==> src/rtl/ysyx_25030093_idu_inbuf_if.sv <==
// IFU-to-IDU input buffer bus: fetch handshake in, decode handshake out.
// Also carries the redirect flush and the delivered-instruction count.
interface ysyx_25030093_idu_inbuf_if #(
    parameter int CNT_W = 32
);
    logic             in_valid;
    logic             in_ready;
    logic [31:0]      in_inst;
    logic [31:0]      in_pc;
    logic             flush;
    logic             out_valid;
    logic             out_ready;
    logic [31:0]      out_inst;
    logic [31:0]      out_pc;
    logic [3:0]       out_class;
    logic [CNT_W-1:0] out_cnt;

    modport master (
        output in_valid, in_inst, in_pc, flush, out_ready,
        input  in_ready, out_valid, out_inst, out_pc,
        input  out_class, out_cnt
    );

    modport slave (
        input  in_valid, in_inst, in_pc, flush, out_ready,
        output in_ready, out_valid, out_inst, out_pc,
        output out_class, out_cnt
    );
endinterface

==> src/rtl/ysyx_25030093_idu_inbuf.sv <==
// Two-entry skid buffer between IFU and IDU.
// Opcodes are pre-classified at capture and stored with each entry.
module ysyx_25030093_idu_inbuf #(
    parameter int DEPTH = 2,
    parameter int CNT_W = 32
) (
    input  logic clk,
    input  logic rst,
    ysyx_25030093_idu_inbuf_if.slave bus
);
    localparam logic [1:0] FULL = DEPTH[1:0];

    logic [31:0]      r_inst [DEPTH];
    logic [31:0]      r_pc   [DEPTH];
    logic [3:0]       r_cls  [DEPTH];
    logic             r_wr;
    logic             r_rd;
    logic [1:0]       r_count;
    logic [CNT_W-1:0] r_ocnt;

    logic       w_in_ready;
    logic       w_out_valid;
    logic       w_push;
    logic       w_pop;
    logic [3:0] w_cls;
    logic [6:0] w_op;

    assign w_in_ready  = (r_count != FULL);
    assign w_out_valid = (r_count != 2'd0);
    assign w_push      = bus.in_valid && w_in_ready;
    assign w_pop       = w_out_valid && bus.out_ready;
    assign w_op        = bus.in_inst[6:0];

    always_comb begin
        w_cls = 4'd0;
        unique case (1'b1)
            (w_op == 7'b0110111): w_cls = 4'd1;
            (w_op == 7'b0010111): w_cls = 4'd2;
            (w_op == 7'b1101111): w_cls = 4'd3;
            (w_op == 7'b1100111): w_cls = 4'd4;
            (w_op == 7'b1100011): w_cls = 4'd5;
            (w_op == 7'b0000011): w_cls = 4'd6;
            (w_op == 7'b0100011): w_cls = 4'd7;
            (w_op == 7'b0010011): w_cls = 4'd8;
            (w_op == 7'b0110011): w_cls = 4'd9;
            (w_op == 7'b1110011): w_cls = 4'd10;
            default:              w_cls = 4'd0;
        endcase
    end

    // Storage needs no reset: count gates visibility.
    always_ff @(posedge clk) begin
        if (w_push) begin
            r_inst[r_wr] <= bus.in_inst;
            r_pc[r_wr]   <= bus.in_pc;
            r_cls[r_wr]  <= w_cls;
        end
    end

    always_ff @(posedge clk) begin
        if (rst) begin
            r_wr    <= 1'b0;
            r_rd    <= 1'b0;
            r_count <= 2'd0;
            r_ocnt  <= '0;
        end else begin
            if (w_pop) r_ocnt <= r_ocnt + 1'b1;
            if (bus.flush) begin
                r_wr    <= 1'b0;
                r_rd    <= 1'b0;
                r_count <= 2'd0;
            end else begin
                if (w_push) r_wr <= ~r_wr;
                if (w_pop)  r_rd <= ~r_rd;
                if (w_push && !w_pop)
                    r_count <= r_count + 2'd1;
                else if (w_pop && !w_push)
                    r_count <= r_count - 2'd1;
            end
        end
    end

    assign bus.in_ready  = w_in_ready;
    assign bus.out_valid = w_out_valid;
    assign bus.out_inst  = r_inst[r_rd];
    assign bus.out_pc    = r_pc[r_rd];
    assign bus.out_class = r_cls[r_rd];
    assign bus.out_cnt   = r_ocnt;
endmodule
==> src/flat_wrapper.sv <==
// flat-port wrapper written by rule: the top's interface ports become plain ports
module ysyx_25030093_idu_inbuf_flat 
#(
    parameter int DEPTH = 2,
    parameter int CNT_W = 32
)
  (clk, rst, bus_in_valid, bus_in_inst, bus_in_pc, bus_flush, bus_out_ready, bus_in_ready, bus_out_valid, bus_out_inst, bus_out_pc, bus_out_class, bus_out_cnt);
  ysyx_25030093_idu_inbuf_if #(.CNT_W(CNT_W)) bus_i ();
  input  logic clk;
  input  logic rst;
  input wire logic [$bits(bus_i.in_valid)-1:0] bus_in_valid;
  input wire logic [$bits(bus_i.in_inst)-1:0] bus_in_inst;
  input wire logic [$bits(bus_i.in_pc)-1:0] bus_in_pc;
  input wire logic [$bits(bus_i.flush)-1:0] bus_flush;
  input wire logic [$bits(bus_i.out_ready)-1:0] bus_out_ready;
  output wire logic [$bits(bus_i.in_ready)-1:0] bus_in_ready;
  output wire logic [$bits(bus_i.out_valid)-1:0] bus_out_valid;
  output wire logic [$bits(bus_i.out_inst)-1:0] bus_out_inst;
  output wire logic [$bits(bus_i.out_pc)-1:0] bus_out_pc;
  output wire logic [$bits(bus_i.out_class)-1:0] bus_out_class;
  output wire logic [$bits(bus_i.out_cnt)-1:0] bus_out_cnt;
  assign bus_i.in_valid = bus_in_valid;
  assign bus_i.in_inst = bus_in_inst;
  assign bus_i.in_pc = bus_in_pc;
  assign bus_i.flush = bus_flush;
  assign bus_i.out_ready = bus_out_ready;
  assign bus_in_ready = bus_i.in_ready;
  assign bus_out_valid = bus_i.out_valid;
  assign bus_out_inst = bus_i.out_inst;
  assign bus_out_pc = bus_i.out_pc;
  assign bus_out_class = bus_i.out_class;
  assign bus_out_cnt = bus_i.out_cnt;
  ysyx_25030093_idu_inbuf #(.DEPTH(DEPTH), .CNT_W(CNT_W)) u_core (.clk(clk), .rst(rst), .bus(bus_i));
endmodule
==> config.mk <==
export PLATFORM = sky130hd
export DESIGN_NAME = ysyx_25030093_idu_inbuf_flat
export DESIGN_NICKNAME = d
export VERILOG_FILES = /design/src/rtl/ysyx_25030093_idu_inbuf_if.sv /design/src/rtl/ysyx_25030093_idu_inbuf.sv /design/src/flat_wrapper.sv
export SDC_FILE = /design/constraint.sdc
export NUM_CORES = 1
export LEC_CHECK = 0
export ABC_AREA = 1
export BUFFER_PORTS_ARGS = -buffer_cell sky130_fd_sc_hd__buf_2
export CORE_MARGIN = 2
export CORE_UTILIZATION = 57
export CTS_CLUSTER_SIZE = 40
export DETAILED_ROUTE_END_ITERATION = 8
export PLACE_DENSITY = 0.83
export SYNTH_ARGS = -nofsm -noshare
export SYNTH_HDL_FRONTEND = slang
export SYNTH_SLANG_ARGS = --single-unit
==> constraint.sdc <==
create_clock -name clk -period 10 [get_ports clk]
set_input_delay 1 -clock clk [delete_from_list [all_inputs] [get_ports clk]]
set_output_delay 1 -clock clk [all_outputs]
set_load 0.05 [all_outputs]
Word level (Yosys, flattened, before mapping). Memory sizes are Yosys's and may differ from the RTL's. A register that Yosys moved wholly into a read port is not among the register bits. Cells that the tools add are included.

Flip-flop bits (word level): 36. Bits in writable memories: 136. Input bits: 69. Output and inout bits: 102. Logic and storage cells: 43. Memories: 3.

Add/subtract/negate cells: 3. Eq/ne operators: 11. Muxes and demuxes: 11. Bitwise logic cells: 2. Reductions and logical operators: 9.

Memory list: u_core.r_inst (words 2, bits a word 32, read ports 1, clocked after Yosys merged registers in 1, wr ports 1, line ysyx_25030093_idu_inbuf.sv:13) `logic [31:0] r_inst [DEPTH];`; u_core.r_pc (words 2, bits a word 32, read ports 1, clocked after Yosys merged registers in 1, wr ports 1, line ysyx_25030093_idu_inbuf.sv:14) `logic [31:0] r_pc [DEPTH];`; u_core.r_cls (words 2, bits a word 4, read ports 1, clocked after Yosys merged registers in 1, wr ports 1, line ysyx_25030093_idu_inbuf.sv:15) `logic [3:0] r_cls [DEPTH];`.

Operators with widths (count): $pmux 4 s10 (1); $add 32x1->32 const B (1); $eq 7x7->1 const B (4); $eq 7x6->1 const B (3); $eq 7x5->1 const B (2); $mux 1 (8); $eq 7x2->1 const B (1); $logic_and 1x1->1 (4); $mux 2 (2); $reduce_bool 2->1 (2); $add 2x1->2 const B (1); $logic_not 1->1 (2); $ne 2x2->1 const B (1); $not 1->1 (2); $reduce_or 2->1 (1); $sub 2x1->2 const B (1).

Logic depth before layout (Yosys ltp). Gate-level depths: netlist (run 1).

Depth after elaboration: 6. Depth in mapped cells: 9. Gate-level depth less buffers: 9.

Least setup slack after synthesis (run 1). OpenSTA, ideal clock, no wires.

Path type: input port to flip-flop. Start: in bus_in_valid. End: mem u_core.r_cls[1][0] (enable). Setup time: 0.496 ns. Arrival: 3.975 ns. Data required time: 9.504 ns. Setup slack: 5.529 ns. Stages on the path: 2. Buffers on the path: 0. Cells stage by stage: nand2_1 nor2_1.

Cells in the longest elaborated chain, start to end: 3.

RTL lines: start: declaration (line flat_wrapper.sv:11) `input wire logic [$bits(bus_i.in_valid)-1:0] bus_in_valid;`; $logic_and 1x1->1 (line ysyx_25030093_idu_inbuf.sv:30) `assign w_push = bus.in_valid && w_in_ready;`; $mux 1 (line ysyx_25030093_idu_inbuf.sv:53) `if (w_push) begin`; $mux 1 (not written as such) (line ysyx_25030093_idu_inbuf.sv:56) `r_cls[r_wr] <= w_cls;`; end: declaration (line ysyx_25030093_idu_inbuf.sv:15).

No other way between the ends.

==> results.yml, run 1 <==
outcome:
  status: "finished clean"
flow_run:
  maxCapViolCount: 0
drt:
  drtPass1Iterations: 5
  wl_per_cell_um: 16.2
  drt_iter0_markers: 483
  vias: 4791
  drt_wl_total_mm: 14.7
  route.detailed.drc: 0
  ant_nets: 0
  via_per_inst: 5.29
cts:
  ctsResizeCount: 0
  ctsHoldBuffers: 0
  clockRootBuffer: "clkbuf_16"
  numCtsBuffers: 17
  cts_sinks: 173
  clk_latency_ns: 0.42
  cts.clk_slew.worst_paths_ns: 0.06
  clk_path_buf_depth: 2
  h-tree-depth: 4
  postCtsSetupBuffers: 0
  cts_tree: "done"
floorplan:
  rows: 40
  dieArea_um2: 13200
  coreArea_um2: 12000
  die_x_um: 115
  die_y_um: 115
  initial_core_util: 0.586
  io_pins: 171
grt:
  grt_max_degree: 69
  antenna_found_initial: 1
  grt_pass1_wl_mm: 22.6
  grt_pass1_vias: 4751
  track_usage: 0.227
  gr-total-overflow: 0
synthesis:
  synth_top_area_cell: "edfxtp_1"
  ys_types: 28
  ys_seq_area_frac: 0.686
  synth_area_leaders: "edfxtp_1 (58%), mux2_2 (11%), dfxtp_1 (11%), nand2_1 (5.3%), nor2_1 (4.2%)"
  syn_area_um2: 7030
  synth_seq_cells: 173
  syn_inst: 565
  avgSynthCellArea_um2: 12.4
  synth_fp_nets: 636
  synth_top_area_share: 0.581
  ys_warn_count: 0
timing:
  setup_violations: 0
  fin_tns_setup_ns: 0
  post-route-min-period_ns: 3.12
  worstMarginPinSlew_ns: 0.889
  fin_crit_sh: 0.312
  finalClockSkew_ns: 0.00622
  fmax_ghz: 0.320
  rsz0062_at_grt: "no"
  slew_headroom: 0.406
  drv_slew: 0
  hold_viol: 0
setup_path:
  crit_arrival_ns: 2.12
  crit_type: "flip-flop to output pin"
  slowest_delay_ns: 0.66
  crit_family: "buffers and inverters"
  cp.buffers_inverters: 2
  required_ns: 9.00
  cp-end-kind: "output pin"
  crit_fanout: 68
  cp_slowest_cell: "buf_4"
  worstSetupStartpointType: "flip-flop"
  crit_path_cell_trace: "buf_4, mux2_2, buf_2"
finish:
  layout_commonest_cell: "buf_2"
  drive_gt1_frac: 0.370
  fin_util: 0.715
  final-seq-area_um2: 4830
  n_fill_cell: 857
  final_cell_mix: "buf_2 (170), edfxtp_1 (136), nand2_1 (100)"
  syn_to_final_growth_pct: 22.1
  final_area_um2: 8590
  multi_input_area_um2: 1980
  nets: 816
  final_cells: 906
placed_design:
  place_area_um2: 8050
  place.gp.congestion: 0.925
  dpl.cell_count: 873
  port_buffers: 170
  post-dp-hpwl_mm: 10.3
min_path:
  hold_class: "flip-flop to flip-flop"
pwr:
  powerDensity_nw_per_um2: 189
  peakVddDrop_mv: 0.128
  p_leak_nw: 3.37
==> worst register-to-register path, delay by kind of cell (launching register included) <==
| family | cells | cell delay (ns) |
|---|---|---|
| and+or+nand+nor | 3 | 0.97 |
| buffers and inverters | 2 | 0.68 |
| DFF | 1 | 0.40 |
==> cell type report <==
| type | instances | share of cell area |
|---|---|---|
| Sequential cell | 173 | 0.562 |
| Antenna cell | 2 | 0.000583 |
| Multi-Input combinational cell | 330 | 0.231 |
| Inverter | 50 | 0.0219 |
| Clock buffer | 21 | 0.0513 |
| Timing Repair Buffer | 173 | 0.102 |
| Tap cell | 147 | 0.0214 |
| Clock inverter | 10 | 0.0105 |
==> metrics by stage <==
| stage | setup slack [ns] | hold slack (ns) | power [W] |
|---|---|---|---|
| after floorplan | 5.53 | 0.481 | 0.000987 |
| after global routing | 6.81 | 0.537 | 0.00167 |
| after global placement | 7.04 | 0.476 | 0.00104 |
| after detailed placement | 6.99 | 0.489 | 0.00104 |
| final | 6.88 | 0.505 | 0.00162 |
| after CTS | 6.87 | 0.501 | 0.00164 |
==> registers in the layout, summed over array words and instances (netlist names), named ones only <==
register	count
u_core.r_pc	64
u_core.r_count	2
u_core.r_cls	8
u_core.bus.out_cnt	32
u_core.r_inst	64
u_core.r_wr	1
u_core.r_rd	1
==> cell usage after synthesis, drive strengths merged <==
cell type and instances:
nor3b 3, xnor2 1, xor2 3, nor4 1, a31oi 2, inv 50, nor3 2, a2111oi 1
clkbuf 2, o21ai 9, nand2 100, nand3 23, ha 2, o21bai 1, buf 10, a21oi 13
nand4 13, or2 1, dfxtp 37, nor2 87, mux2 68, edfxtp 136
==> path summary, 6_finish.rpt <==
kind | to | cells after the start | slack (ns) | start
max | bus_out_inst[9] | 3 | 6.88 | flip-flop
min | u_core.bus.out_cnt[6] | 2 | 0.51 | u_core.bus.out_cnt[6]
max reg2reg | u_core.r_pc[1][4] | 5 | 7.55 | u_core.r_count[0]
min reg2reg | u_core.bus.out_cnt[6] | 2 | 0.51 | u_core.bus.out_cnt[6]
==> report_power, final <==
group | internal, W | leakage, nW | total, W | switching, W
Combinational | 0.0000534 | 1.55 | 0.000205 | 0.000152
Sequential | 0.000812 | 1.57 | 0.000821 | 0.00000912
Clock | 0.000341 | 0.256 | 0.000595 | 0.000254
==> kinds of logic after synthesis <==
family                   Yosys count  synth area share
multiplexers                      68             0.109
AO/OA/AOI/OAI                     26            0.0197
flip-flops                       173             0.686
XOR/XNOR                           4           0.00498
buffers and inverters             62            0.0347
adder cells (fa/ha/maj)            2           0.00356
AND/OR/NAND/NOR                  230             0.142
==> per-layer routing <==
| layer | routed length (µm) | vias up | part of all wire | GRT usage |
|---|---|---|---|---|
| met5 | 0 | - | 0 | 0 |
| met4 | 211 | 0 | 0.014 | 0.0932 |
| met3 | 1010 | 15 | 0.069 | 0.0685 |
| met2 | 7740 | 178 | 0.53 | 0.389 |
| met1 | 5710 | 2279 | 0.39 | 0.270 |
| li1 | - | 2319 | - | - |
Power figures use the tool's default switching activity.
==> inputs of run 2 (changes only) <==
--- a/config.mk
+++ b/config.mk
@@ -8,10 +8,10 @@
 export ABC_AREA = 1
 export BUFFER_PORTS_ARGS = -buffer_cell sky130_fd_sc_hd__buf_2
 export CORE_MARGIN = 2
-export CORE_UTILIZATION = 57
+export CORE_UTILIZATION = 48
 export CTS_CLUSTER_SIZE = 40
 export DETAILED_ROUTE_END_ITERATION = 8
-export PLACE_DENSITY = 0.83
+export PLACE_DENSITY = 0.75
 export SYNTH_ARGS = -nofsm -noshare
 export SYNTH_HDL_FRONTEND = slang
 export SYNTH_SLANG_ARGS = --single-unit
==> constraint.sdc (replaced) <==
create_clock -name clk -period 2.7 [get_ports clk]
set_input_delay 0.27 -clock clk [delete_from_list [all_inputs] [get_ports clk]]
set_output_delay 0.27 -clock clk [all_outputs]
set_load 0.05 [all_outputs]
==> results.yml, run 2 (same netlist as run 1, synthesis figures left out) <==
drt:
  wl_per_cell_um: 15.9
  drt_iter0_markers: 251
  via_per_inst: 5.14
  drt_wl_total_mm: 15.0
  route.detailed.drc: 0
  drtPass1Iterations: 5
  vias: 4855
  ant_nets: 0
finish:
  final-seq-area_um2: 4830
  nets: 819
  multi_input_area_um2: 1980
  fin_util: 0.603
  layout_commonest_cell: "buf_2"
  diodes: 0
  final_cell_mix: "buf_2 (170), edfxtp_1 (136), nand2_1 (100)"
  drive_gt1_frac: 0.376
  n_fill_cell: 1149
  syn_to_final_growth_pct: 23.8
cts:
  ctsResizeCount: 0
  cts_tree: "done"
  postCtsSetupBuffers: 0
  clk_latency_ns: 0.41
  ctsHoldBuffers: 0
  cts_sinks: 173
  cts.clk_slew.worst_paths_ns: 0.06
  clockRootBuffer: "clkbuf_16"
  numCtsBuffers: 17
  clk_path_buf_depth: 2
  h-tree-depth: 4
grt:
  grt_pass1_vias: 4904
  grt_max_degree: 41
  grt_pass1_wl_mm: 24.2
  gr-total-overflow: 0
  track_usage: 0.196
  antenna_found_initial: 2
floorplan:
  dieArea_um2: 15600
  initial_core_util: 0.488
  coreArea_um2: 14400
  rows: 44
  io_pins: 171
  die_x_um: 125
  die_y_um: 125
setup_path:
  reg2reg_to: "u_core.r_pc[1][0]"
  crit_end: "bus_out_pc[12]"
  crit_fanout: 22
  timing.rr.start: "u_core.r_count[0]"
  crit_arrival_ns: 2.03
  required_ns: 2.43
  cp-end-kind: "output pin"
  worstSetupStartpointType: "flip-flop"
  worstRegToRegCells: 5
  crit_type: "flip-flop to output pin"
  r2r_slack_ns: 0.98
timing:
  fmax_ghz: 0.435
  drv_slew: 0
  worstMarginPinSlew_ns: 0.727
  setup_violations: 0
  fin_tns_setup_ns: 0
  hold_viol: 0
  setup_ws_ns: 0.400
  finalClockSkew_ns: 0.00787
  fin_crit_sh: 0.852
  rsz0062_at_grt: "no"
  slew_headroom: 0.515
  post-route-min-period_ns: 2.30
placed_design:
  dp_slack_ns: 0.798
  post-dp-hpwl_mm: 10.5
  port_buffers: 170
  place.gp.congestion: 0.897
pwr:
  peakVddDrop_mv: 0.412
  powerDensity_nw_per_um2: 706
  p_leak_nw: 3.41
flow_run:
  maxCapViolCount: 0
min_path:
  hold_class: "primary input to flip-flop"
outcome:
  status: "finished clean"
[run 2: layout make-up]
cell class | instances | area share
Clock inverter | 13 | 0.0161
Sequential cell | 173 | 0.554
Clock buffer | 19 | 0.0497
Inverter | 50 | 0.0216
Multi-Input combinational cell | 330 | 0.227
Tap cell | 184 | 0.0264
Timing Repair Buffer | 176 | 0.104
[run 2: critical path, stage by stage (launching register included)]
cell and delay [ns]:
dfxtp_2 0.69, buf_4 0.34, mux2_2 0.37, buf_2 0.21
[run 2: stage by stage]
stage | power, W | cells | area, µm² | hold slack, ns
2_1_floorplan | 0.00365 | 565 | 7040 | 0.369
3_3_place_gp | 0.00384 | 913 | 8130 | 0.459
3_5_place_dp | 0.00387 | 913 | 8130 | 0.462
4_1_cts | 0.00621 | 945 | 8700 | 0.0217
5_1_grt | 0.00636 | 945 | 8700 | 0.0200
6_report | 0.00615 | 945 | 8700 | 0.0444
[run 2: how the worst min path moves through the flow]
stage | from | end | slack [ns] | cells past startpoint
CTS | bus_in_pc[26] | u_core.r_pc[1][26] | 0.02 | 1
floorplan | bus_in_inst[0] | u_core.r_inst[0][0] | 0.37 | 0
finish | bus_in_pc[5] | u_core.r_pc[0][5] | 0.04 | 1
global route | bus_in_pc[26] | u_core.r_pc[1][26] | 0.02 | 1
global placement | bus_in_inst[8] | u_core.r_inst[1][8] | 0.46 | 1
detailed placement | bus_in_pc[8] | u_core.r_pc[0][8] | 0.46 | 1
[run 2: report_power, final]
part	switching [W]	total (W)	leakage [nW]	internal, W
registers	0.0000385	0.00305	1.57	0.00301
logic	0.000558	0.000760	1.57	0.000202
clock network	0.000973	0.00234	0.272	0.00137
total	0.00157	0.00615	3.41	0.00458
[run 2: metal layers]
metal  GRT usage  wire, µm  vias up
li1            -         -     2333
met1       0.237      6260     2301
met2       0.336      7410      194
met3      0.0595      1060       23
met4      0.0627       270        4
met5           0        24        -
==> inputs of run 3 (changes only) <==
--- a/config.mk
+++ b/config.mk
@@ -11,7 +11,7 @@
 export CORE_UTILIZATION = 48
 export CTS_CLUSTER_SIZE = 40
 export DETAILED_ROUTE_END_ITERATION = 8
-export PLACE_DENSITY = 0.75
+export PLACE_DENSITY_LB_ADDON = 0.12
 export SYNTH_ARGS = -nofsm -noshare
 export SYNTH_HDL_FRONTEND = slang
 export SYNTH_SLANG_ARGS = --single-unit
==> results.yml, run 3 (same netlist as run 1, synthesis figures left out) <==
timing:
  drv_slew: 0
  post-route-min-period_ns: 2.09
  setup_violations: 0
  worstMarginPinSlew_ns: 0.770
  finalClockSkew_ns: 0.00884
  slew_headroom: 0.486
  fmax_ghz: 0.479
  rsz0062_at_grt: "no"
  fin_crit_sh: 0.774
  hold_viol: 0
drt:
  via_per_inst: 5.05
  wl_per_cell_um: 16.0
  route.detailed.drc: 0
  ant_nets: 0
  drt_wl_total_mm: 15.1
  drt_iter0_markers: 369
  vias: 4761
  drtPass1Iterations: 4
cts:
  h-tree-depth: 4
  cts_tree: "done"
  cts_sinks: 173
  clk_path_buf_depth: 2
  ctsResizeCount: 0
  postCtsSetupBuffers: 0
  clockRootBuffer: "clkbuf_16"
  clk_latency_ns: 0.43
  cts.clk_slew.worst_paths_ns: 0.07
  ctsHoldBuffers: 0
  numCtsBuffers: 17
grt:
  grt_max_degree: 70
  grt_pass1_vias: 4925
  antenna_found_initial: 0
  grt_pass1_wl_mm: 24.1
  track_usage: 0.196
  gr-total-overflow: 0
floorplan:
  rows: 44
  io_pins: 171
  initial_core_util: 0.488
  coreArea_um2: 14400
  die_x_um: 125
  die_y_um: 125
  dieArea_um2: 15600
finish:
  n_fill_cell: 1198
  final_cell_mix: "buf_2 (170), edfxtp_1 (136), nand2_1 (100)"
  nets: 817
  diodes: 0
  final-seq-area_um2: 4830
  layout_commonest_cell: "buf_2"
  syn_to_final_growth_pct: 24.2
  fin_util: 0.606
  drive_gt1_frac: 0.374
  multi_input_area_um2: 1980
placed_design:
  port_buffers: 170
  place.gp.congestion: 0.830
  post-dp-hpwl_mm: 10.3
min_path:
  whs_path_depth: 1
  hold_class: "primary input to flip-flop"
pwr:
  power_w: 0.00628
  peakVddDrop_mv: 0.379
  powerDensity_nw_per_um2: 719
  p_leak_nw: 3.42
setup_path:
  required_ns: 2.43
  worstRegToRegCells: 9
  cp_slowest_cell: "dfxtp_2"
  crit_path_cell_trace: "buf_12, mux2_2, buf_2"
  slowest_delay_ns: 0.50
  worstSetupStartpointType: "flip-flop"
  crit_type: "flip-flop to output pin"
  crit_fanout: 43
  crit_arrival_ns: 1.82
  cp-end-kind: "output pin"
flow_run:
  maxCapViolCount: 0
outcome:
  status: "finished clean"
[run 3: per-stage QoR]
step | setup slack (ns) | cells | TNS, ns | instance area [µm²] | hold slack, ns
after CTS | 0.562 | 943 | 0 | 8740 | 0.0156
final | 0.611 | 943 | 0 | 8740 | 0.0310
after detailed placement | 1.03 | 911 | 0 | 8140 | 0.462
after global placement | 1.05 | 911 | 0 | 8140 | 0.458
after global routing | 0.517 | 943 | 0 | 8740 | 0.0190
after floorplan | -0.539 | 565 | -72.30 | 7040 | 0.369
[run 3: report_power, final]
group	internal (W)	leakage (nW)	switching (W)
logic	0.000205	1.56	0.000554
registers	0.00301	1.57	0.0000373
clock network	0.00146	0.283	0.00101
total	0.00467	3.42	0.00161
[run 3: path summary, 6_finish.rpt]
check,start,end,slack (ns)
worst min register to register,u_core.bus.out_cnt[4],u_core.bus.out_cnt[4],0.50
worst max-delay path,flip-flop,bus_out_inst[7],0.61
worst min-delay path,bus_in_inst[31],u_core.r_inst[0][31],0.03
worst max register to register,u_core.r_count[0],u_core.r_count[1],1.01
[run 3: routing by layer]
metal | vias to the layer above | track usage | routed length, µm
met4 | 0 | 0.0719 | 221
met2 | 144 | 0.343 | 7720
li1 | 2325 | - | -
met1 | 2274 | 0.236 | 6310
met5 | - | 0 | 0
met3 | 18 | 0.0454 | 829
[run 3: final cells by class]
| class | count | share of cell area |
|---|---|---|
| Clock inverter | 13 | 0.0188 |
| Sequential cell | 173 | 0.552 |
| Tap cell | 184 | 0.0263 |
| Multi-Input combinational cell | 330 | 0.227 |
| Timing Repair Buffer | 174 | 0.105 |
| Inverter | 50 | 0.0215 |
| Clock buffer | 19 | 0.0495 |
[run 3: worst max-delay path, delay by kind of cell (launching register included)]
family   cells  cell delay [ns]
buf+inv      2             0.48
flops        1             0.50
mux          1             0.38
